==> src/rtl/mem8x8_pkg.sv <==
// Shared definitions for the 8x8 memory core: default geometry and FSM state encoding.
package mem8x8_pkg;

  localparam int DEF_DATA_W = 8;
  localparam int DEF_DEPTH  = 8;
  localparam int DEF_ADDR_W = 3;

  typedef enum logic [1:0] {
    ST_IDLE = 2'b00,
    ST_WR   = 2'b01,
    ST_RD   = 2'b10,
    ST_DONE = 2'b11
  } state_t;

endpackage

==> src/rtl/mem8x8_array.sv <==
// Register-array storage with a per-word "written" vector; combinational read port.
module mem8x8_array
  import mem8x8_pkg::*;
#(
  parameter int DATA_W = DEF_DATA_W,
  parameter int DEPTH  = DEF_DEPTH,
  parameter int ADDR_W = DEF_ADDR_W
) (
  input  logic              clk,
  input  logic              rst,
  input  logic              we,
  input  logic [ADDR_W-1:0] waddr,
  input  logic [DATA_W-1:0] wdata,
  input  logic [ADDR_W-1:0] raddr,
  output logic [DATA_W-1:0] rdata,
  output logic              rvalid
);

  logic [DATA_W-1:0] r_mem [DEPTH];
  logic [DEPTH-1:0]  r_written;

  // Contents survive reset; validity is tracked solely by r_written.
  always_ff @(posedge clk) begin
    if (we) begin
      r_mem[waddr] <= wdata;
    end
  end

  always_ff @(posedge clk or posedge rst) begin
    if (rst) begin
      r_written <= '0;
    end else if (we) begin
      r_written[waddr] <= 1'b1;
    end
  end

  assign rdata  = r_mem[raddr];
  assign rvalid = r_written[raddr];

endmodule

==> src/rtl/mem8x8_core.sv <==
// Request FSM for the 8x8 memory: accept, one write or read, then a done pulse.
module mem8x8_core
  import mem8x8_pkg::*;
#(
  parameter int DATA_W = DEF_DATA_W,
  parameter int DEPTH  = DEF_DEPTH,
  parameter int ADDR_W = DEF_ADDR_W
) (
  input  logic              clk,
  input  logic              rst,
  input  logic              valid,
  input  logic              rw,
  input  logic [ADDR_W-1:0] addr,
  input  logic [DATA_W-1:0] din,
  output logic [DATA_W-1:0] dout,
  output logic              busy,
  output logic              done,
  output logic              uninit
);

  state_t            r_state;
  state_t            w_next;
  logic [ADDR_W-1:0] r_addr;
  logic [DATA_W-1:0] r_din;
  logic [DATA_W-1:0] r_dout;
  logic              r_uninit_q;
  logic              w_we;
  logic [DATA_W-1:0] w_rdata;
  logic              w_rvalid;

  mem8x8_array #(
    .DATA_W (DATA_W),
    .DEPTH  (DEPTH),
    .ADDR_W (ADDR_W)
  ) u_array (
    .clk    (clk),
    .rst    (rst),
    .we     (w_we),
    .waddr  (r_addr),
    .wdata  (r_din),
    .raddr  (r_addr),
    .rdata  (w_rdata),
    .rvalid (w_rvalid)
  );

  always_ff @(posedge clk or posedge rst) begin
    if (rst) begin
      r_state <= ST_IDLE;
    end else begin
      r_state <= w_next;
    end
  end

  // The request type is captured by the WR/RD state itself, so rw needs no register.
  always_comb begin
    w_next = r_state;
    unique case (r_state)
      ST_IDLE: if (valid) w_next = rw ? ST_WR : ST_RD;
      ST_WR:   w_next = ST_DONE;
      ST_RD:   w_next = ST_DONE;
      ST_DONE: w_next = ST_IDLE;
      default: w_next = ST_IDLE;
    endcase
  end

  always_comb begin
    w_we   = (r_state == ST_WR);
    busy   = (r_state != ST_IDLE);
    done   = (r_state == ST_DONE);
    uninit = (r_state == ST_DONE) && r_uninit_q;
  end

  always_ff @(posedge clk or posedge rst) begin
    if (rst) begin
      r_addr <= '0;
      r_din  <= '0;
    end else if (r_state == ST_IDLE && valid) begin
      r_addr <= addr;
      r_din  <= din;
    end
  end

  always_ff @(posedge clk or posedge rst) begin
    if (rst) begin
      r_dout     <= '0;
      r_uninit_q <= 1'b0;
    end else if (r_state == ST_RD) begin
      r_dout     <= w_rvalid ? w_rdata : '0;
      r_uninit_q <= ~w_rvalid;
    end else if (r_state == ST_WR) begin
      r_uninit_q <= 1'b0;
    end
  end

  assign dout = r_dout;

endmodule
==> config.mk <==
export PLATFORM = sky130hd
export DESIGN_NAME = mem8x8_core
export DESIGN_NICKNAME = d
export VERILOG_FILES = /design/src/rtl/mem8x8_pkg.sv /design/src/rtl/mem8x8_array.sv /design/src/rtl/mem8x8_core.sv
export SDC_FILE = /design/constraint.sdc
export NUM_CORES = 1
export LEC_CHECK = 0
export ABC_CLOCK_PERIOD_IN_PS = 4050
export CORE_AREA = 2 2 95 74
export DETAILED_ROUTE_END_ITERATION = 8
export DIE_AREA = 0 0 97 76
export PLACE_DENSITY_LB_ADDON = 0.3
export SYNTH_ARGS = -nofsm -noshare
export SYNTH_HDL_FRONTEND = slang
export SYNTH_SLANG_ARGS = --single-unit
==> constraint.sdc <==
create_clock -name clk -period 4.05 [get_ports clk]
set_input_delay 0.81 -clock clk [delete_from_list [all_inputs] [get_ports clk]]
set_output_delay 0.81 -clock clk [all_outputs]
set_load 0.02 [all_outputs]
After elaboration in Yosys (flattened, before gate mapping):

Memory sizes are Yosys's and may differ from the RTL's.
Index checks and enable logic that the tools add are counted.

* magnitude comparators: 2
* eq/ne operators: 4
* multiplexer cells: 12
* bitwise operators: 2
* reduce and logical (&&, ||, !) cells: 7

Operators with widths (number)
* two-way mux 8 bit: 1
* bitwise OR 8 bit: 1
* two-way mux 1 bit: 6
* case mux 2 bit (3 select lines): 1
* == test 2 bit, second input constant: 2
* less-than comparator 3 x 4 -> 1 bit, second input constant: 1
* two-way mux 2 bit: 2
* nonzero test 2 bit: 2
* binary-select mux 1 bit (select 3 bit): 1
* demux 1 bit (select 3 bit): 1
* >= comparator 3 x 1 -> 1 bit, second input constant: 1
* logical AND 1 bit: 3
* == test 2 x 1 -> 1 bit, second input constant: 1
* zero test 2 bit: 1
* inequality test 2 bit, second input constant: 1
* OR reduction 2 bit: 1
* NOT 1 bit: 1

* register bits after elaboration: 30
* memory bits (writable): 64
* bits of input ports: 15
* logic and storage cells: 34
* memories kept: 1

Memory list
* u_array.r_mem: depth 8, bits a word 8, read ports 1, clocked after Yosys merged registers in 0, wr ports 1, line mem8x8_array.sv:19 `logic [DATA_W-1:0] r_mem [DEPTH];`

Depth between registers and ports, before layout:

Gate-level depths: netlist (run 1).

* depth after elaboration: 5
* depth in mapped cells: 6

By module:

Synthesis (run 1) repeated with hierarchy kept, for this count alone.

* cells, all modules: 195
* area total of the unflattened synthesis: 3856.2 um^2

Modules (own cells, without submodules)
* mem8x8_array: instances 1, cells each 129, area each 2892.8 um^2
* mem8x8_core: instances 1, cells each 66, area each 963.4 um^2

Least setup slack after synthesis (run 1):

Ideal clock, no wire load.

* path type: reg2reg
* from: register r_state[1]
* to: memory u_array.r_mem[0][0] (netlist name), enable pin
* library setup time: 385 ps
* arrival time: 1370 ps
* required time: 3665 ps
* setup slack: 2295 ps
* cell stages (with the launch flop): 5
* clock period less this slack: 1755 ps
* cells stage by stage: dfrtp_1 inv_1 ha_1 nand2b_1 nor3_1

* longest elaborated chain between the ends: 3

RTL lines
* from (decl): line mem8x8_core.sv:21 `state_t r_state;`
* from (signal assigned): line mem8x8_core.sv:50 `r_state <= w_next;`
* == test 2 x 1 -> 1 bit: line mem8x8_core.sv:67 `w_we = (r_state == ST_WR);`
* two-way mux 1 bit: line mem8x8_array.sv:24 `if (we) begin`
* two-way mux 1 bit (implied by the code): line mem8x8_array.sv:25 `r_mem[waddr] <= wdata;`
* to (decl): line mem8x8_array.sv:19

Every way passes these cells.

Final worst setup path (run 1):

* from: register r_state[0]
* to: output port busy

* longest elaborated chain between the ends: 1

RTL lines
* nonzero test 2 bit: line mem8x8_core.sv:68 `busy = (r_state != ST_IDLE);`
* to (decl): line mem8x8_core.sv:16 `output logic busy,`

Every way passes these cells.

==> results of run 1 <==
-- worst reg2reg max path, cell delays in order (launching register included) --
cell and delay (ns):
sky130_fd_sc_hd__dfrtp_1 0.89, sky130_fd_sc_hd__buf_4 0.37, sky130_fd_sc_hd__mux2i_1 0.10, sky130_fd_sc_hd__mux4_2 0.58, sky130_fd_sc_hd__a31o_2 0.28
-- cells by family (layout without fill, tap and decap cells) --
group                      count (synthesis)  in the layout  share of synthesized area
and+or+nand+nor                           36             36                    0.04662
DFF                                       94             94                     0.7216
AOI/OAI and AO/OA                         12             12                    0.02264
adders and majority gates                  5              5                    0.01689
buffers and inverters                     14             49                    0.02027
muxes                                     41             41                     0.1720
-- cell usage in the layout, fill, tap and decap left out --
cell	netlist	layout
sky130_fd_sc_hd__nor3_1	2	1
sky130_fd_sc_hd__o31ai_1	8	8
sky130_fd_sc_hd__dfrtp_1	30	30
sky130_fd_sc_hd__inv_1	5	5
sky130_fd_sc_hd__nor2b_1	2	2
sky130_fd_sc_hd__clkinv_1	0	1
sky130_fd_sc_hd__clkbuf_8	0	10
sky130_fd_sc_hd__clkdlybuf4s50_1	0	25
sky130_fd_sc_hd__buf_4	1	3
sky130_fd_sc_hd__mux2_2	11	11
sky130_fd_sc_hd__a31o_2	1	1
sky130_fd_sc_hd__nand2_1	14	14
sky130_fd_sc_hd__clkinv_4	0	1
sky130_fd_sc_hd__mux2i_1	13	13
sky130_fd_sc_hd__and2_1	1	1
sky130_fd_sc_hd__nor2_1	6	6
sky130_fd_sc_hd__nor3_2	0	1
sky130_fd_sc_hd__ha_1	5	5
sky130_fd_sc_hd__or2_2	8	8
sky130_fd_sc_hd__o21ai_0	3	3
sky130_fd_sc_hd__mux4_2	17	17
sky130_fd_sc_hd__edfxtp_1	64	64
sky130_fd_sc_hd__nand2b_1	3	3
sky130_fd_sc_hd__bufinv_16	0	4
-- cells in the mapped netlist --
library cell | n | share of area
sky130_fd_sc_hd__a31o_2 | 1 | 0.0024
sky130_fd_sc_hd__and2_1 | 1 | 0.0017
sky130_fd_sc_hd__buf_1 | 2 | 0.0020
sky130_fd_sc_hd__buf_2 | 3 | 0.0041
sky130_fd_sc_hd__buf_4 | 1 | 0.0020
sky130_fd_sc_hd__buf_6 | 2 | 0.0061
sky130_fd_sc_hd__clkbuf_1 | 1 | 0.0010
sky130_fd_sc_hd__dfrtp_1 | 30 | 0.20
sky130_fd_sc_hd__edfxtp_1 | 64 | 0.52
sky130_fd_sc_hd__ha_1 | 5 | 0.017
sky130_fd_sc_hd__inv_1 | 5 | 0.0051
sky130_fd_sc_hd__mux2_2 | 11 | 0.033
sky130_fd_sc_hd__mux2i_1 | 13 | 0.035
sky130_fd_sc_hd__mux4_2 | 17 | 0.10
sky130_fd_sc_hd__nand2_1 | 14 | 0.014
sky130_fd_sc_hd__nand2b_1 | 3 | 0.0051
sky130_fd_sc_hd__nor2_1 | 6 | 0.0061
sky130_fd_sc_hd__nor2b_1 | 2 | 0.0034
sky130_fd_sc_hd__nor3_1 | 2 | 0.0027
sky130_fd_sc_hd__o21ai_0 | 3 | 0.0041
sky130_fd_sc_hd__o31ai_1 | 8 | 0.016
sky130_fd_sc_hd__or2_2 | 8 | 0.014
-- stage by stage --
step | worst slack (ns) | hold WS, ns
6_report | 1.505 | 0.4778
5_1_grt | 1.388 | 0.5025
4_1_cts | 1.488 | 0.4764
3_5_place_dp | 1.706 | 0.4583
3_3_place_gp | 1.726 | 0.4577
2_1_floorplan | 2.295 | 0.4389
-- per-layer routing --
layer  global-route usage  up-vias  part of all wire
met3              0.06239        9             0.050
met1               0.2671      901              0.47
met2               0.2688       42              0.47
met5                    0        -                 0
met4              0.04648        0            0.0073
li1                     -      826                 -
-- power breakdown --
group / leakage [nW] / switching [mW] / internal (mW)
clock network: 0.134 / 0.306 / 0.488
registers: 0.932 / 0.263 / 1.35
logic: 0.485 / 0.406 / 0.482
-- flip-flops by register name, indices dropped and copies added, names as in the netlist --
name,cells
u_array.r_mem,64
u_array.r_written,8
r_din,8
r_addr,3
r_uninit_q,1
r_state,2
dout,8
-- area by class of cell --
cell class | count | area share
Timing Repair Buffer | 28 | 0.06343
Multi-Input combinational cell | 94 | 0.2235
Inverter | 5 | 0.004364
Tap cell | 84 | 0.02444
Clock inverter | 6 | 0.03084
Clock buffer | 10 | 0.03200
Sequential cell | 94 | 0.6215
-- worst max-delay path by stage --
stage | cells past startpoint | endpoint | slack (ns)
after global routing | 4 | busy | 1.39
after detailed placement | 4 | r_uninit_q | 1.71
final | 4 | busy | 1.50
after global placement | 4 | r_uninit_q | 1.73
after CTS | 4 | busy | 1.49
after floorplan | 4 | u_array.r_mem[0][0] | 2.30
==> results by group, run 1 <==
Status
  • Run status: complete, no violations

Critical path
  • R2R Setup Slk: 1.74 ns
  • Critical path data required time: 3.24 ns
  • Kind of end point of the critical path: output pin
  • Slowest Stage Delay on Critical Path: 0.59 ns
  • Kind of cell adding the most delay to the critical path: buffers and inverters
  • Critical-path top delay cell: sky130_fd_sc_hd__clkdlybuf4s50_1
  • Ordered list of cells on the worst path: inv_1 -> ha_1 -> inv_1 -> clkdlybuf4s50_1
  • Buffers plus inverters on the worst setup path: 3
  • FF-to-FF path depth: 4
  • FF-to-FF Start: r_addr[0]
  • Most frequent cell on the critical path: sky130_fd_sc_hd__inv_1
  • Path type of the worst setup path: reg2out
  • Capture point of the worst reg-to-reg path: r_uninit_q
  • Origin of the worst setup path: r_state[0]
  • Arrival time reported for the critical path endpoint: 1.74 ns
  • Biggest fanout along the worst timing path: 4
  • Category of the worst setup path launch point: flop

Final layout
  • Fill count: 439
  • Area grow syn2layout: 16.11%
  • Multi-input gate area in the final layout: 960.9 sq um
  • Layout Cell Area excl Fill: 4300 sq um
  • Storage element area: 2673 sq um
  • Final Core Density: 0.6577
  • Number of non-filler instances in the completed layout: 321
  • Net count, final: 252
  • Fraction of final layout cells with drive strength greater than 1: 0.2363
  • Antenna diode count: 0

Global route
  • Number of antenna violations at the first check in global routing: 0
  • First-pass GRT wire length: 9798 microns
  • Total Routing Usage GR: 0.1821
  • GR Overflow Total: 0
  • Maximum number of pins on one net before global-route repair: 31
  • Number of global-route vias before repair: 1765

Synthesis
  • Portion of the post-synthesis area used by sequential elements: 0.7216
  • Average cell area after synthesis: 18.33 sq um
  • Synth Cell Area: 3704 sq um
  • Net count after synthesis: 222
  • Count of mapped cells out of synthesis: 202
  • Distinct cell type count after synthesis: 22
  • Warning count from the yosys run: 0
  • Number of synthesized register bits: 94

Placed design
  • HPWL after detailed placement: 3785 microns
  • Cells after DPL: 305
  • Number of I/O port buffers: 25
  • Area of placed instances: 4030 sq um
  • Routability Congestion: 0.7187

Timing
  • Final worst path period share: 0.6285
  • Setup TNS Final: 0 ns
  • Number of hold-slack violations in the final timing report: 0
  • Unrepaired setup endpoints after global routing: no
  • Final Skew: 0.01127 ns
  • Number of setup violations in the final report: 0
  • Worst-Margin Slew: 0.9610 ns
  • Max-slew violation count: 0
  • Fmax: 392.9 MHz
  • Max-Slew Margin vs Limit: 0.3570
  • Min Tclk post-route: 2.545 ns

Clock tree
  • Root cell of the clock tree: sky130_fd_sc_hd__clkbuf_8
  • Total of hold buffers inserted after clock tree synthesis: 0
  • Sink count of the clock tree: 94
  • Number of clock buffers inserted by TritonCTS: 9
  • Clock transition at path regs: 0.09 ns
  • CTS Buffer Depth: 2
  • Buffer count from post-CTS setup fixing: 0
  • Clock latency reported for the late side of the worst-skew pair: 0.36 ns
  • Maximum level of the CTS H-tree: 3
  • CTS tree: yes
  • Post-cts repair resize count: 0

Die
  • Rows: 26
  • Floorplan die height: 76 microns
  • Effective utilization at floorplan: 0.5664
  • Top-Level Pins: 26
  • Core Area: 6539 sq um
  • Chip width: 97 microns
  • Full die area: 7372 sq um

Drt
  • Count of nets left with antenna violations after detail routing: 0
  • Overall via count from detail_route: 1778
  • Drt pass-1 iters: 4
  • Violation count after the first detailed-routing iteration: 138
  • Wire per inst: 18.90 microns
  • Number of DRC violations after detailed routing: 0
  • Via density: 5.539
  • Total routed wirelength: 6066 microns

Hold path
  • Hold path startpoint: u_array.r_written[0]
  • Hold Crit Depth: 1
  • Type of the most critical hold path: reg2reg
  • Destination of the worst hold path: u_array.r_written[0]

Power
  • Reported leakage power: 1.551 nW
  • Peak supply drop: 0.0003618 V
  • Total power: 3.294 mW
  • Power per Cell Area: 765.9 nW/um^2

Flow run
  • Max-capacitance violation count: 0
(Power assumes the default switching activity.)
==> inputs of run 2 (changes only) <==
--- a/config.mk
+++ b/config.mk
@@ -5,10 +5,10 @@
 export SDC_FILE = /design/constraint.sdc
 export NUM_CORES = 1
 export LEC_CHECK = 0
-export ABC_CLOCK_PERIOD_IN_PS = 4050
-export CORE_AREA = 2 2 95 74
+export ABC_CLOCK_PERIOD_IN_PS = 2300
+export CORE_AREA = 2 2 101 79
 export DETAILED_ROUTE_END_ITERATION = 8
-export DIE_AREA = 0 0 97 76
+export DIE_AREA = 0 0 103 81
 export PLACE_DENSITY_LB_ADDON = 0.3
 export SYNTH_ARGS = -nofsm -noshare
 export SYNTH_HDL_FRONTEND = slang
==> constraint.sdc (replaced) <==
create_clock -name clk -period 2.3 [get_ports clk]
set_input_delay 0.46 -clock clk [delete_from_list [all_inputs] [get_ports clk]]
set_output_delay 0.46 -clock clk [all_outputs]
set_load 0.02 [all_outputs]
==> results by group, run 2 (same netlist as run 1, synthesis figures left out) <==
Status
  • Run status: complete, no violations (unchanged)

Power
  • Pint: 3.800 mW (was 2.319 mW)
  • Power per Cell Area: 1292 nW/um^2 (was 765.9 nW/um^2)
  • Proportion of power drawn by combinational gates: 0.313 (was 0.270)
  • Peak supply drop: 0.0006739 V (was 0.0003618 V)
  • Switching power share of the total: 0.3217 (was 0.2959)
  • Reported leakage power: 1.579 nW (was 1.551 nW)
  • Switching component of the power: 1.803 mW (was 0.9747 mW)
  • Power share of the clock group: 0.191 (was 0.241)
  • Share of power burned in registers: 0.496 (was 0.489)

Critical path
  • Path type of the worst setup path: reg2out (unchanged)
  • Category of the worst setup path launch point: flop (unchanged)
  • Critical path data required time: 1.84 ns (was 3.24 ns)
  • Arrival time reported for the critical path endpoint: 1.74 ns (about the same)
  • Kind of end point of the critical path: output pin (unchanged)
  • Biggest fanout along the worst timing path: 4 (unchanged)

Placed design
  • Cells after DPL: 338 (was 305)
  • Number of I/O port buffers: 25 (unchanged)
  • Routability Congestion: 0.7655 (was 0.7187)
  • HPWL after detailed placement: 4495 microns (was 3785 microns)
  • Area of placed instances: 4141 sq um (was 4030 sq um)

Timing
  • Max-slew violation count: 0 (unchanged)
  • Max-Slew Margin vs Limit: 0.6458 (was 0.3570)
  • Number of hold-slack violations in the final timing report: 0 (unchanged)
  • Min Tclk post-route: 2.201 ns
  • Post-route worst hold slack: 0.4744 ns (was 0.4778 ns)
  • Final Skew: 0.008277 ns (was 0.01127 ns)
  • Number of setup violations in the final report: 0 (unchanged)
  • Fmax: 454.2 MHz
  • Worst-Margin Slew: 0.5300 ns (was 0.9610 ns)
  • Final worst path period share: 0.9572
  • Setup TNS Final: 0 ns (unchanged)
  • Unrepaired setup endpoints after global routing: no (unchanged)

Clock tree
  • CTS Buffer Depth: 2 (unchanged)
  • Maximum level of the CTS H-tree: 3 (unchanged)
  • Post-cts repair resize count: 0 (unchanged)
  • Clock latency reported for the late side of the worst-skew pair: 0.36 ns (about the same)
  • Sink count of the clock tree: 94 (unchanged)
  • CTS tree: yes (unchanged)
  • Buffer count from post-CTS setup fixing: 0 (unchanged)
  • Clock transition at path regs: 0.09 ns (about the same)
  • Root cell of the clock tree: sky130_fd_sc_hd__clkbuf_8 (unchanged)
  • Total of hold buffers inserted after clock tree synthesis: 0 (unchanged)
  • Number of clock buffers inserted by TritonCTS: 9 (unchanged)

Final layout
  • Area grow syn2layout: 17.09% (was 16.11%)
  • Number of non-filler instances in the completed layout: 354 (was 321)
  • Largest reg by FF count: u_array.r_mem (unchanged)
  • Number of flip-flops under the largest register name: 64 (unchanged)
  • Commonest non-fill, non-tap cell in the layout: sky130_fd_sc_hd__edfxtp_1 (unchanged)
  • Layout Cell Area excl Fill: 4337 sq um (was 4300 sq um)
  • Fill count: 599 (was 439)
  • Leading cell types in the layout, fill and taps excluded: sky130_fd_sc_hd__edfxtp_1 (64), sky130_fd_sc_hd__dfrtp_1 (30), sky130_fd_sc_hd__clkdlybuf4s50_1 (25) (unchanged)
  • Antenna diode count: 0 (unchanged)
  • Net count, final: 264 (was 252)
  • Fraction of final layout cells with drive strength greater than 1: 0.2691 (was 0.2363)

Global route
  • GR Overflow Total: 0 (unchanged)
  • Total Routing Usage GR: 0.1739 (was 0.1821)
  • Number of antenna violations at the first check in global routing: 0 (unchanged)
  • Number of global-route vias before repair: 1784 (was 1765)
  • Maximum number of pins on one net before global-route repair: 31 (unchanged)
  • First-pass GRT wire length: 10030 microns (was 9798 microns)

Die
  • Chip width: 103 microns (was 97 microns)
  • Rows: 28 (was 26)
  • Effective utilization at floorplan: 0.4940 (was 0.5664)
  • Floorplan die height: 81 microns (was 76 microns)
  • Full die area: 8343 sq um (was 7372 sq um)
  • Core Area: 7497 sq um (was 6539 sq um)
  • Top-Level Pins: 26 (unchanged)

Drt
  • Number of DRC violations after detailed routing: 0 (unchanged)
  • Via density: 5.209 (was 5.539)
  • Violation count after the first detailed-routing iteration: 99 (was 138)
  • Total routed wirelength: 6478 microns (was 6066 microns)
  • Wire per inst: 18.30 microns (was 18.90 microns)
  • Overall via count from detail_route: 1844 (was 1778)
  • Drt pass-1 iters: 4 (unchanged)
  • Count of nets left with antenna violations after detail routing: 0 (unchanged)

Flow run
  • Max-capacitance violation count: 0 (unchanged)

Hold path
  • Type of the most critical hold path: reg2reg (unchanged)
-- run 2: cell types whose count changed in the layout (fill, tap and decap cells not counted), sizes merged --
cell	previous run	this run
buf	3	15
bufinv	4	1
inv	5	8
-- run 2: critical path, stage by stage, from the launching register on --
cell                              delay, ns
sky130_fd_sc_hd__dfrtp_1               0.41
sky130_fd_sc_hd__inv_1                 0.10
sky130_fd_sc_hd__ha_1                  0.23
sky130_fd_sc_hd__inv_1                 0.06
sky130_fd_sc_hd__clkdlybuf4s50_1       0.59
-- run 2: area by class of cell --
type | count | area (sq um) | area share
repair buffers | 40 | 362.8 | 0.08367
well taps | 105 | 131.4 | 0.03029
flip-flops and latches | 94 | 2673 | 0.6163
multi-input cells | 94 | 955.9 | 0.2204
inverters | 5 | 18.77 | 0.004328
clock buffers | 10 | 127.6 | 0.02943
clock inverters | 6 | 67.56 | 0.01558
-- run 2: power groups by stage --
stage          logic (mW)  registers (mW)  clock network (mW)
2_1_floorplan        1.30            2.68                   0
3_3_place_gp         1.74            2.79                   0
3_5_place_dp         1.77            2.82                   0
4_1_cts              1.78            2.78                1.10
5_1_grt              1.92            2.84                1.16
6_report             1.75            2.78                1.07
-- run 2: metal layers --
metal | share of wire | track usage | routed length [microns] | vias up
met3 | 0.079 | 0.05250 | 513 | 6
met5 | 0 | 0 | 0 | -
met1 | 0.46 | 0.2466 | 2983 | 915
met4 | 0.0073 | 0.05132 | 47 | 0
li1 | - | - | - | 852
met2 | 0.45 | 0.2643 | 2935 | 71
-- run 2: final timing paths --
kind	from	end	slack [ns]	depth (start not counted)
max	r_state[0]	busy	0.1	4
min	u_array.r_written[6]	u_array.r_written[6]	0.47	1
max reg2reg	r_addr[0]	dout[3]	0.44	4
min reg2reg	u_array.r_written[6]	u_array.r_written[6]	0.47	1
max in group asynchronous	rst	r_din[7]	1.51	3
min in group asynchronous	rst	dout[7]	0.48	3
-- run 2: metrics by stage --
step / worst slack, ns / power (mW) / utilization
floorplan: 0.5455 / 3.975 / -
global placement: 0.4682 / 4.526 / 0.5524
detailed placement: 0.4461 / 4.588 / 0.5524
CTS: 0.06526 / 5.664 / 0.5784
global route: 0.01470 / 5.927 / 0.5784
finish: 0.09852 / 5.602 / 0.5784
